### config.mk
export PLATFORM = sky130hd
export DESIGN_NAME = saw_period_meter
export DESIGN_NICKNAME = d
export VERILOG_FILES = /design/src/rtl/synth_pkg.sv /design/src/rtl/saw_step_detect.sv /design/src/rtl/saw_period_meter.sv
export SDC_FILE = /design/constraint.sdc
export NUM_CORES = 1
export LEC_CHECK = 0
export CAP_MARGIN = 25
export CORE_MARGIN = 10
export CORE_UTILIZATION = 35
export DETAILED_ROUTE_END_ITERATION = 10
export DONT_BUFFER_PORTS = 1
export GPL_TIMING_DRIVEN = 0
export PLACE_DENSITY = 0.46
export RECOVER_POWER = 50
export SLEW_MARGIN = 40
export SYNTH_ARGS = -nofsm -noshare
export SYNTH_HDL_FRONTEND = slang
export SYNTH_SLANG_ARGS = --single-unit
### constraint.sdc
create_clock -name clk -period 5.9 [get_ports clk]
set_input_delay 0 -clock clk [delete_from_list [all_inputs] [get_ports clk]]
set_output_delay 0 -clock clk [all_outputs]
set_load 0.05 [all_outputs]
### src/rtl/synth_pkg.sv
// Shared types and constants for the sawtooth period meter.
package synth_pkg;

    typedef enum logic [1:0] {StIdle, StSync, StMeasure, StLocked} meter_state_t;

    typedef enum logic [1:0] {ClsHold, ClsStep, ClsWrap, ClsGlitch} step_class_t;

    localparam int unsigned LOCK_N_FILTER   = 4;
    localparam int unsigned LOCK_N_PLAIN    = 2;
    localparam int unsigned DEFAULT_TIMEOUT = 4095;
    localparam int unsigned CNT_W           = 12;

    // Returns {match, k} for the smallest k in 0..3 with period == base << k.
    function automatic logic [2:0] oct_decode(input logic [CNT_W-1:0] period,
                                              input logic [CNT_W-1:0] base);
        logic [2:0] res;
        res = '0;
        for (int k = 3; k >= 0; k--) begin
            if (period == (base << k)) res = {1'b1, 2'(k)};
        end
        return res;
    endfunction

endpackage

### src/rtl/saw_step_detect.sv
// Holds the previous sawtooth sample and classifies each new sample as hold, step, wrap
// or glitch.
module saw_step_detect
    import synth_pkg::*;
(
    input  logic        i_clk,
    input  logic        i_rst_n,
    input  logic [7:0]  i_saw,
    output step_class_t o_class
);

    logic [7:0] r_saw_q;

    always_ff @(posedge i_clk) begin
        if (!i_rst_n) r_saw_q <= '0;
        else          r_saw_q <= i_saw;
    end

    // 255 -> 0 must be a wrap, so it is tested before the 8-bit increment compare.
    always_comb begin
        o_class = ClsGlitch;
        if (i_saw == r_saw_q)                          o_class = ClsHold;
        else if (r_saw_q == 8'hFF && i_saw == 8'h00)   o_class = ClsWrap;
        else if (i_saw == r_saw_q + 8'd1)              o_class = ClsStep;
    end

endmodule

### src/rtl/saw_period_meter.sv
// Sawtooth step-period meter: locks onto a stable step interval and decodes its octave.
// Build option SAW_METER_FILTER_EN: longer lock and tolerance of one isolated mismatch.
module saw_period_meter
    import synth_pkg::*;
#(
    parameter int unsigned COUNTS  = 149,
    parameter int unsigned TIMEOUT = DEFAULT_TIMEOUT
) (
    input  logic             clk,
    input  logic             nRst,
    input  logic             enable,
    input  logic [7:0]       saw_in,
    output logic [CNT_W-1:0] step_period,
    output logic [1:0]       oct_dwn,
    output logic             oct_match,
    output logic             locked,
    output logic             err
);

`ifdef SAW_METER_FILTER_EN
    localparam int unsigned LOCK_N   = LOCK_N_FILTER;
    localparam logic        MISS_TOL = 1'b1;
`else
    localparam int unsigned LOCK_N   = LOCK_N_PLAIN;
    localparam logic        MISS_TOL = 1'b0;
`endif
    localparam logic [CNT_W-1:0] TIMEOUT_C = CNT_W'(TIMEOUT);
    localparam logic [CNT_W-1:0] COUNTS_C  = CNT_W'(COUNTS);
    localparam logic [2:0]       LOCK_N_C  = 3'(LOCK_N);

    step_class_t      w_class;
    meter_state_t     r_state, w_state_d;
    logic [CNT_W-1:0] r_cnt, w_cnt_d, r_cand, w_cand_d, r_period;
    logic [2:0]       r_match, w_match_d, w_match_inc, w_oct;
    logic [1:0]       r_oct_dwn;
    logic             r_miss, w_miss_d, r_prev_step, r_err, r_oct_match, w_lock_edge;
    logic             w_step, w_event, w_active, w_timeout, w_fault, w_sample;

    saw_step_detect u_step_detect (
        .i_clk   (clk),
        .i_rst_n (nRst),
        .i_saw   (saw_in),
        .o_class (w_class)
    );

    assign w_step      = (w_class == ClsStep);
    assign w_event     = w_step || (w_class == ClsWrap);
    assign w_active    = (r_state != StIdle);
    // Fires only on the cycle the counter arrives at TIMEOUT, not while it sits saturated.
    assign w_timeout   = !w_event && (r_cnt == TIMEOUT_C - CNT_W'(1));
    assign w_fault     = w_active && ((w_class == ClsGlitch) || w_timeout);
    assign w_sample    = w_step && r_prev_step && (saw_in >= 8'd2) && (saw_in <= 8'd254) &&
                         (r_state == StMeasure || r_state == StLocked);
    assign w_match_inc = r_match + 3'd1;
    assign w_oct       = oct_decode(r_cnt, COUNTS_C);

    always_comb begin
        w_cnt_d = r_cnt;
        if (r_state == StIdle)   w_cnt_d = '0;
        else if (w_event)        w_cnt_d = CNT_W'(1);
        else if (r_cnt < TIMEOUT_C) w_cnt_d = r_cnt + CNT_W'(1);
    end

    always_comb begin
        w_state_d   = r_state;
        w_cand_d    = r_cand;
        w_match_d   = r_match;
        w_miss_d    = r_miss;
        w_lock_edge = 1'b0;
        if (!enable) begin
            w_state_d = StIdle;
        end else if (w_fault) begin
            w_state_d = StSync;
        end else begin
            unique case (r_state)
                StIdle: w_state_d = StSync;
                StSync: begin
                    if (w_step) begin
                        w_state_d = StMeasure;
                        w_cand_d  = '0;
                        w_match_d = '0;
                        w_miss_d  = 1'b0;
                    end
                end
                StMeasure: begin
                    if (w_sample) begin
                        if (r_cnt == r_cand) begin
                            w_match_d = w_match_inc;
                            if (w_match_inc == LOCK_N_C) begin
                                w_state_d   = StLocked;
                                w_lock_edge = 1'b1;
                                w_miss_d    = 1'b0;
                            end
                        end else begin
                            w_cand_d  = r_cnt;
                            w_match_d = 3'd1;
                        end
                    end
                end
                StLocked: begin
                    if (w_sample) begin
                        if (r_cnt == r_period) begin
                            w_miss_d = 1'b0;
                        end else if (MISS_TOL && !r_miss) begin
                            w_miss_d = 1'b1;
                        end else begin
                            w_state_d = StMeasure;
                            w_cand_d  = r_cnt;
                            w_match_d = 3'd1;
                            w_miss_d  = 1'b0;
                        end
                    end
                end
                default: w_state_d = StIdle;
            endcase
        end
    end

    always_ff @(posedge clk) begin
        if (!nRst) begin
            r_state     <= StIdle;
            r_cnt       <= '0;
            r_cand      <= '0;
            r_match     <= '0;
            r_miss      <= 1'b0;
            r_prev_step <= 1'b0;
            r_err       <= 1'b0;
            r_period    <= '0;
            r_oct_dwn   <= '0;
            r_oct_match <= 1'b0;
        end else begin
            r_state <= w_state_d;
            r_cnt   <= w_cnt_d;
            r_cand  <= w_cand_d;
            r_match <= w_match_d;
            r_miss  <= w_miss_d;
            r_err   <= enable && w_fault;
            if (r_state == StIdle)         r_prev_step <= 1'b0;
            else if (w_step)               r_prev_step <= 1'b1;
            else if (w_class != ClsHold)   r_prev_step <= 1'b0;
            if (w_lock_edge) begin
                r_period    <= r_cnt;
                r_oct_match <= w_oct[2];
                r_oct_dwn   <= w_oct[1:0];
            end
        end
    end

    assign step_period = r_period;
    assign oct_dwn     = r_oct_dwn;
    assign oct_match   = r_oct_match;
    assign locked      = (r_state == StLocked);
    assign err         = r_err;

endmodule
======== Yosys cells after proc, flatten, opt, wreduce, memory -nomap -nowiden ========
Index checks and enable logic that the tools add are counted.
W data, S select, Z words.
word-level totals
  register bits ........................... 54
  logic and storage cells ................. 115
  bits of input ports ..................... 11
operators by class
  muxes and demuxes ....................... 37
  add/subtract/negate cells ............... 3
  bitwise operators ....................... 3
  $lt $le $gt $ge ......................... 3
  eq/ne operators ......................... 30
  reduce and logical (&&, ||, !) cells .... 27
operators with widths
  operator                 number
  $mux W12                 5
  $pmux W12 S3             1
  $mux W3                  9
  $eq A12 B12 Y1           2
  $mux W2                  9
  $eq A8 B8 Y1             2
  $add A12 B1 Y12 const B  1
  $eq A12 B10 Y1 const B   1
  $eq A12 B11 Y1 const B   1
  $eq A12 B12 Y1 const B   1
  $eq A12 B8 Y1 const B    1
  $eq A12 B9 Y1 const B    1
  $lt A12 B12 Y1 const B   1
  $reduce_and A6 Y1        2
  $mux W1                  11
  $ne A3 B3 Y1 const B     3
  $pmux W3 S3              1
  $add A8 B1 Y8 const B    1
  $eq A2 B2 Y1 const B     4
  $eq A8 B8 Y1 const B     1
  $ge A8 B2 Y1 const B     1
  $le A8 B8 Y1 const B     1
  $logic_and A1 B1 Y1      8
  $logic_not A8 Y1         1
  other kinds (19)         34

======== Depth between registers and ports, before layout ========
  word-level depth ........................ 14
  mapped depth ............................ 15

======== Modules after synthesis ========
Synthesis repeated with hierarchy kept, for this count alone.
unflattened totals
  cell total of the unflattened synthesis .. 358
  area total of the unflattened synthesis .. 3,153.0 um2
by module, submodules not included
  module            area an instance (um2)  instances  cells each
  saw_period_meter  2,638.8                 1          301
  saw_step_detect   514.2                   1          57

======== Worst setup path before layout ========
OpenSTA, ideal clock, no wires.
  path type ............................... register -> register
  start ................................... register u_step_detect.r_saw_q[0]
  end ..................................... register r_cand[4]
  setup time .............................. 0.060 ns
  setup slack ............................. 2.410 ns
  buffers on the path ..................... 1
  cell stages (with the launch flop) ...... 15
  period minus slack after synthesis ...... 3.490 ns
  arrival time ............................ 3.429 ns
  cell sequence ........................... dfxtp_1 -> ha_1 -> nand2_1 -> nor2_1 -> nor2b_1 -> or3_1 -> a2111oi_0 -> a31o_1 -> ha_1 -> nand2b_1 -> o41a_1 -> o2111ai_1 -> a22o_1 -> clkbuf_1 -> a22o_2
on the way
  word-level cells in the longest chain between the ends .. 13
  elaborated cells on any way between the ends .. 25
  classes of those cells .................. 1 x add/sub; 9 x eq/ne; 3 x mux; 1 x bitwise; 11 x reduce/logical
ends and longest elaborated chain
  element                                               RTL line                 RTL
  start, declared                                       saw_step_detect.sv:12    logic [7:0] r_saw_q;
  start signal, assigned                                saw_step_detect.sv:16    else r_saw_q <= i_saw;
  $add A8 B1 Y8                                         saw_step_detect.sv:24    else if (i_saw == r_saw_q + 8'd1) o_class = ClsStep;
  $eq A8 B8 Y1                                          saw_step_detect.sv:24
  $mux W2                                               saw_step_detect.sv:24
  $mux W2                                               saw_step_detect.sv:23    else if (r_saw_q == 8'hFF && i_saw == 8'h00) o_class = ClsWrap;
  $mux W2 (*)                                           saw_step_detect.sv:22    if (i_saw == r_saw_q) o_class = ClsHold;
  branches (longest 7 deep; another with $eq A2 B1 Y1)  n/a
  $reduce_and A8 Y1 (no line) (*)                       n/a
  end signal, assigned                                  saw_period_meter.sv:134  r_cand <= w_cand_d;
  end, declared                                         saw_period_meter.sv:33   logic [CNT_W-1:0] r_cnt, w_cnt_d, r_cand, w_cand_d, r_period;
Every way passes the cells marked *.
A chain may end at the register's enable or synchronous reset.

======== Worst setup path after layout ========
  start ................................... register u_step_detect.r_saw_q[1]
  end ..................................... register r_cand[4]
Same word-level chain as after synthesis.

==> Implementation_results.wiki <==
{| class="wikitable"
! Metric !! Value
|-
| Worst vdd ir || 0.0984 mV
|-
| Die Outline Area || 13000 um2
|-
| Height of the chip || 114 um
|-
| Buffer cell driving the clock tree root || sky130_fd_sc_hd__clkbuf_8
|-
| Detailed-placement wirelength estimate || 5740 um
|-
| Worst-case clock buffer depth || 2
|-
| Cts repair resizes || 0
|-
| Required time at the endpoint of the critical path || 6.17 ns
|-
| Int Pwr || 0.470 mW
|-
| Tightest hold margin || 0.0672 ns
|-
| Fin crit period || 4.36 ns
|-
| Post-route DRC || 0
|-
| Source of the critical timing path || u_step_detect.r_saw_q[1]$_SDFF_PN0_
|-
| Layout cell share with drive strength beyond 1 || 9.44%
|-
| Gp weighted congestion || 0.785
|-
| CP bufs+invs || 1
|-
| Total nets after synthesis || 365
|-
| Cells traversed along the worst timing path || ha_1 > nand2_1 > nor2_1 > nor2b_1 > or3_1 > a2111oi_0 > a31o_1 > ha_1 > nand2b_1 > o41a_1 > o2111ai_1 > a22o_1 > clkbuf_1 > a22o_2
|-
| Initial core utilization || 35.7%
|-
| Standard cell core area || 8680 um2
|-
| Global-route congestion overflow total || 0
|-
| Top cell by count, worst path || sky130_fd_sc_hd__ha_1
|-
| Synth-to-layout area growth || 10.0%
|-
| Final Worst Setup Slack || 1.54 ns
|-
| Yosys warning total || 0
|-
| Initial drt markers || 159
|-
| Power per unit of standard cell area || 184 nW/um2
|-
| RSZ-0062 raised after global routing || false
|-
| Leakage component of the power || 1.25 nW
|-
| Setup fix buffers added after clock tree synthesis || 0
|-
| Vias/cell || 5.35
|-
| Worst Path Max Fanout || 10
|-
| Endpoints failing hold || 0
|-
| Distinct cells, synth || 55
|-
| Gate power share || 6.5%
|-
| Most frequent cells in the layout || sky130_fd_sc_hd__dfxtp_1, sky130_fd_sc_hd__nor2_1, sky130_fd_sc_hd__xnor2_1
|-
| Worst Min Path Start || saw_in[5]
|-
| Count of vias placed by the detailed router || 2506
|-
| Final setup TNS || 0 ns
|-
| Launching element type of the critical path || register
|-
| Drt pass-1 iters || 4
|-
| Htree depth || 2
|-
| Category of the critical setup timing path || reg2reg
|-
| Routing usage on met3 || 3.31%
|-
| Layout filler cell count || 934
|-
| Antenna Diode Count || 0
|-
| Vias in the first global route || 2486
|-
| Largest area contributor in the netlist || sky130_fd_sc_hd__dfxtp_1
|-
| Number of clock sinks || 54
|-
| Number of buffers added on ports || 0
|-
| Seq/Total Area, Yosys || 34.9%
|-
| Antenna violations before repair || 0
|-
| Share of power burned in registers || 59.7%
|-
| Top-area cell type share of the netlist area || 34.9%
|-
| GRT Total Usage || 12.2%
|-
| Dominant cells by area after synthesis || sky130_fd_sc_hd__dfxtp_1, sky130_fd_sc_hd__xnor2_1, sky130_fd_sc_hd__xor2_1
|-
| Async set-reset flop share out of synthesis || 0%
|-
| Final WL || 7790 um
|-
| Maximum cell stage delay along the critical path || 0.62 ns
|-
| Ys flop type || sky130_fd_sc_hd__dfxtp_1
|-
| TritonCTS clock tree || built
|-
| Arrival time at the worst endpoint || 4.63 ns
|-
| Count of standard-cell rows || 34
|-
| Num ports || 28
|-
| Width of the die || 114 um
|-
| Proportion of total power due to net switching || 25.0%
|-
| Clock transition time at the flip-flop clock pins of the worst setup and hold paths || 0.10 ns
|-
| Worst-margin pin slew || 0.888 ns
|-
| Power dissipated by switching net loads || 0.157 mW
|-
| Number of placed instances with taps included || 452
|-
| Combined area of all synthesized cells || 3100 um2
|-
| Final nets || 380
|-
| Kind of cell with the highest combined delay on the critical path || compound AO/OA/AOI/OAI gates
|-
| Number of violations of the max-capacitance limit || 0
|-
| Path type of the worst min-delay path || in2reg
|-
| Global-route wire length before repair || 13000 um
|-
| Max Slew Vio Count || 0
|-
| Cells after synthesis || 344
|-
| Skew-Pair Late Insertion Delay || 0.31 ns
|-
| Pin count of the biggest net entering global routing || 17
|-
| Mean routed wirelength per cell || 16.6 um
|-
| Share of the clock period used by the worst path after layout || 74.0%
|-
| Commonest non-fill, non-tap cell in the layout || sky130_fd_sc_hd__dfxtp_1
|-
| Global routing met2 resource utilization || 19.2%
|-
| # setup viols final || 0
|-
| Routing usage on met1 || 15.9%
|-
| Worst r2r src || u_step_detect.r_saw_q[1]$_SDFF_PN0_
|-
| Clock power share || 33.8%
|-
| Detail Route Antenna Nets || 0
|-
| Most heavily used metal layer in global routing || met2
|-
| Avg Synthesized Cell Area || 9.00 um2
|-
| Headroom to the max-slew limit || 40.6%
|-
| Outcome || completed
|-
| Critical path's slowest cell || sky130_fd_sc_hd__a2111oi_0
|-
| Count of flip-flops with a built-in enable after synthesis || 0
|-
| Max Clock Skew || 0.0111 ns
|-
| Number of buffers added by the clock tree synthesis step || 5
|-
| Flop and latch count out of synthesis || 54
|-
| Count of non-filler cells in the finished layout || 468
|-
| Max Freq || 229 MHz
|-
| Worst slack at placement || 1.58 ns
|-
| Nature of the critical path endpoint || register
|-
| Final Total Pwr || 0.627 mW
|}
-- worst paths after layout --
kind	to	slack [ns]	cells past startpoint
setup / recovery	r_cand[4]$_SDFFE_PN0P_	1.54	14
hold / removal	u_step_detect.r_saw_q[5]$_SDFF_PN0_	0.07	2
setup reg to reg	r_cand[4]$_SDFFE_PN0P_	1.54	14
hold reg to reg	r_match[1]$_SDFFE_PN0P_	0.51	2
-- per-layer routing --
metal	up-vias	wire (um)	share of wire (%)
met5	-	0	0
met4	0	86	1.1
met3	7	364	4.7
met2	35	3550	46
met1	1204	3790	49
li1	1260	-	-
-- registers in the layout, indices dropped and copies added (netlist names) --
signal                 count
r_cnt                     12
err                        1
u_step_detect.r_saw_q      8
r_state                    2
oct_match                  1
step_period               12
r_cand                    12
oct_dwn                    2
r_match                    3
r_prev_step                1
-- what timing repair did --
| item | CTS | global route |
|---|---|---|
| endpoints found under the setup margin | 0 | 0 |
| hold buffers | 8 | 0 |
| hold endpoints to repair | 11 | 0 |
-- power groups by stage --
stage                     Combinational (mW)  Sequential [mW]  Clock [mW]
after floorplan                       0.0282            0.381           0
after global placement                0.0361            0.383           0
after detailed placement              0.0363            0.383           0
after CTS                             0.0408            0.375       0.222
after global routing                  0.0455            0.375       0.233
final                                 0.0405            0.374       0.212
-- cell type report --
class	instances	area, um2	area share (%)
multi-input combinational	259	1850	54.3
sequential	54	1080	31.7
tap	108	135	3.97
buffer	19	130	3.82
timing repair buffer	8	80.1	2.35
clock buffer	6	72.6	2.13
inverter	12	45.0	1.32
clock inverter	2	13.8	0.404
-- stage by stage --
| step | instance area, um2 | utilization, % |
|---|---|---|
| 2_1_floorplan | 3100 | - |
| 6_report | 3410 | 39.2 |
| 4_1_cts | 3410 | 39.3 |
| 3_5_place_dp | 3240 | 37.4 |
| 5_1_grt | 3410 | 39.2 |
| 3_3_place_gp | 3230 | 37.2 |
-- cells in the mapped netlist (5+ instances only) --
cell                       instances
sky130_fd_sc_hd__a22o_1           10
sky130_fd_sc_hd__o21ai_0          11
sky130_fd_sc_hd__buf_4             5
sky130_fd_sc_hd__nor3_1            8
sky130_fd_sc_hd__nand3_1          13
sky130_fd_sc_hd__inv_1            12
sky130_fd_sc_hd__ha_1             10
sky130_fd_sc_hd__nor2_1           33
sky130_fd_sc_hd__nand2_1          21
sky130_fd_sc_hd__mux2i_1          15
sky130_fd_sc_hd__a21oi_1          13
sky130_fd_sc_hd__dfxtp_1          54
sky130_fd_sc_hd__xnor2_1          23
sky130_fd_sc_hd__nand4_1          14
sky130_fd_sc_hd__and2_1            8
sky130_fd_sc_hd__xor2_1           20
sky130_fd_sc_hd__clkbuf_1          7
sky130_fd_sc_hd__a31oi_1           5
-- kinds of logic (layout without fill, tap and decap cells) --
kind of cell / Yosys count / in the layout / share of synthesized area (%)
xor gates and xnor gates: 43 / 43 / 12.2
adders and majority gates: 10 / 10 / 4.04
muxes: 15 / 15 / 4.85
AOI/OAI and AO/OA: 59 / 59 / 13.5
buffers and inverters: 31 / 47 / 5.66
DFF: 54 / 54 / 34.9
and+or+nand+nor: 132 / 132 / 24.9
Power figures use the tool's default switching activity.
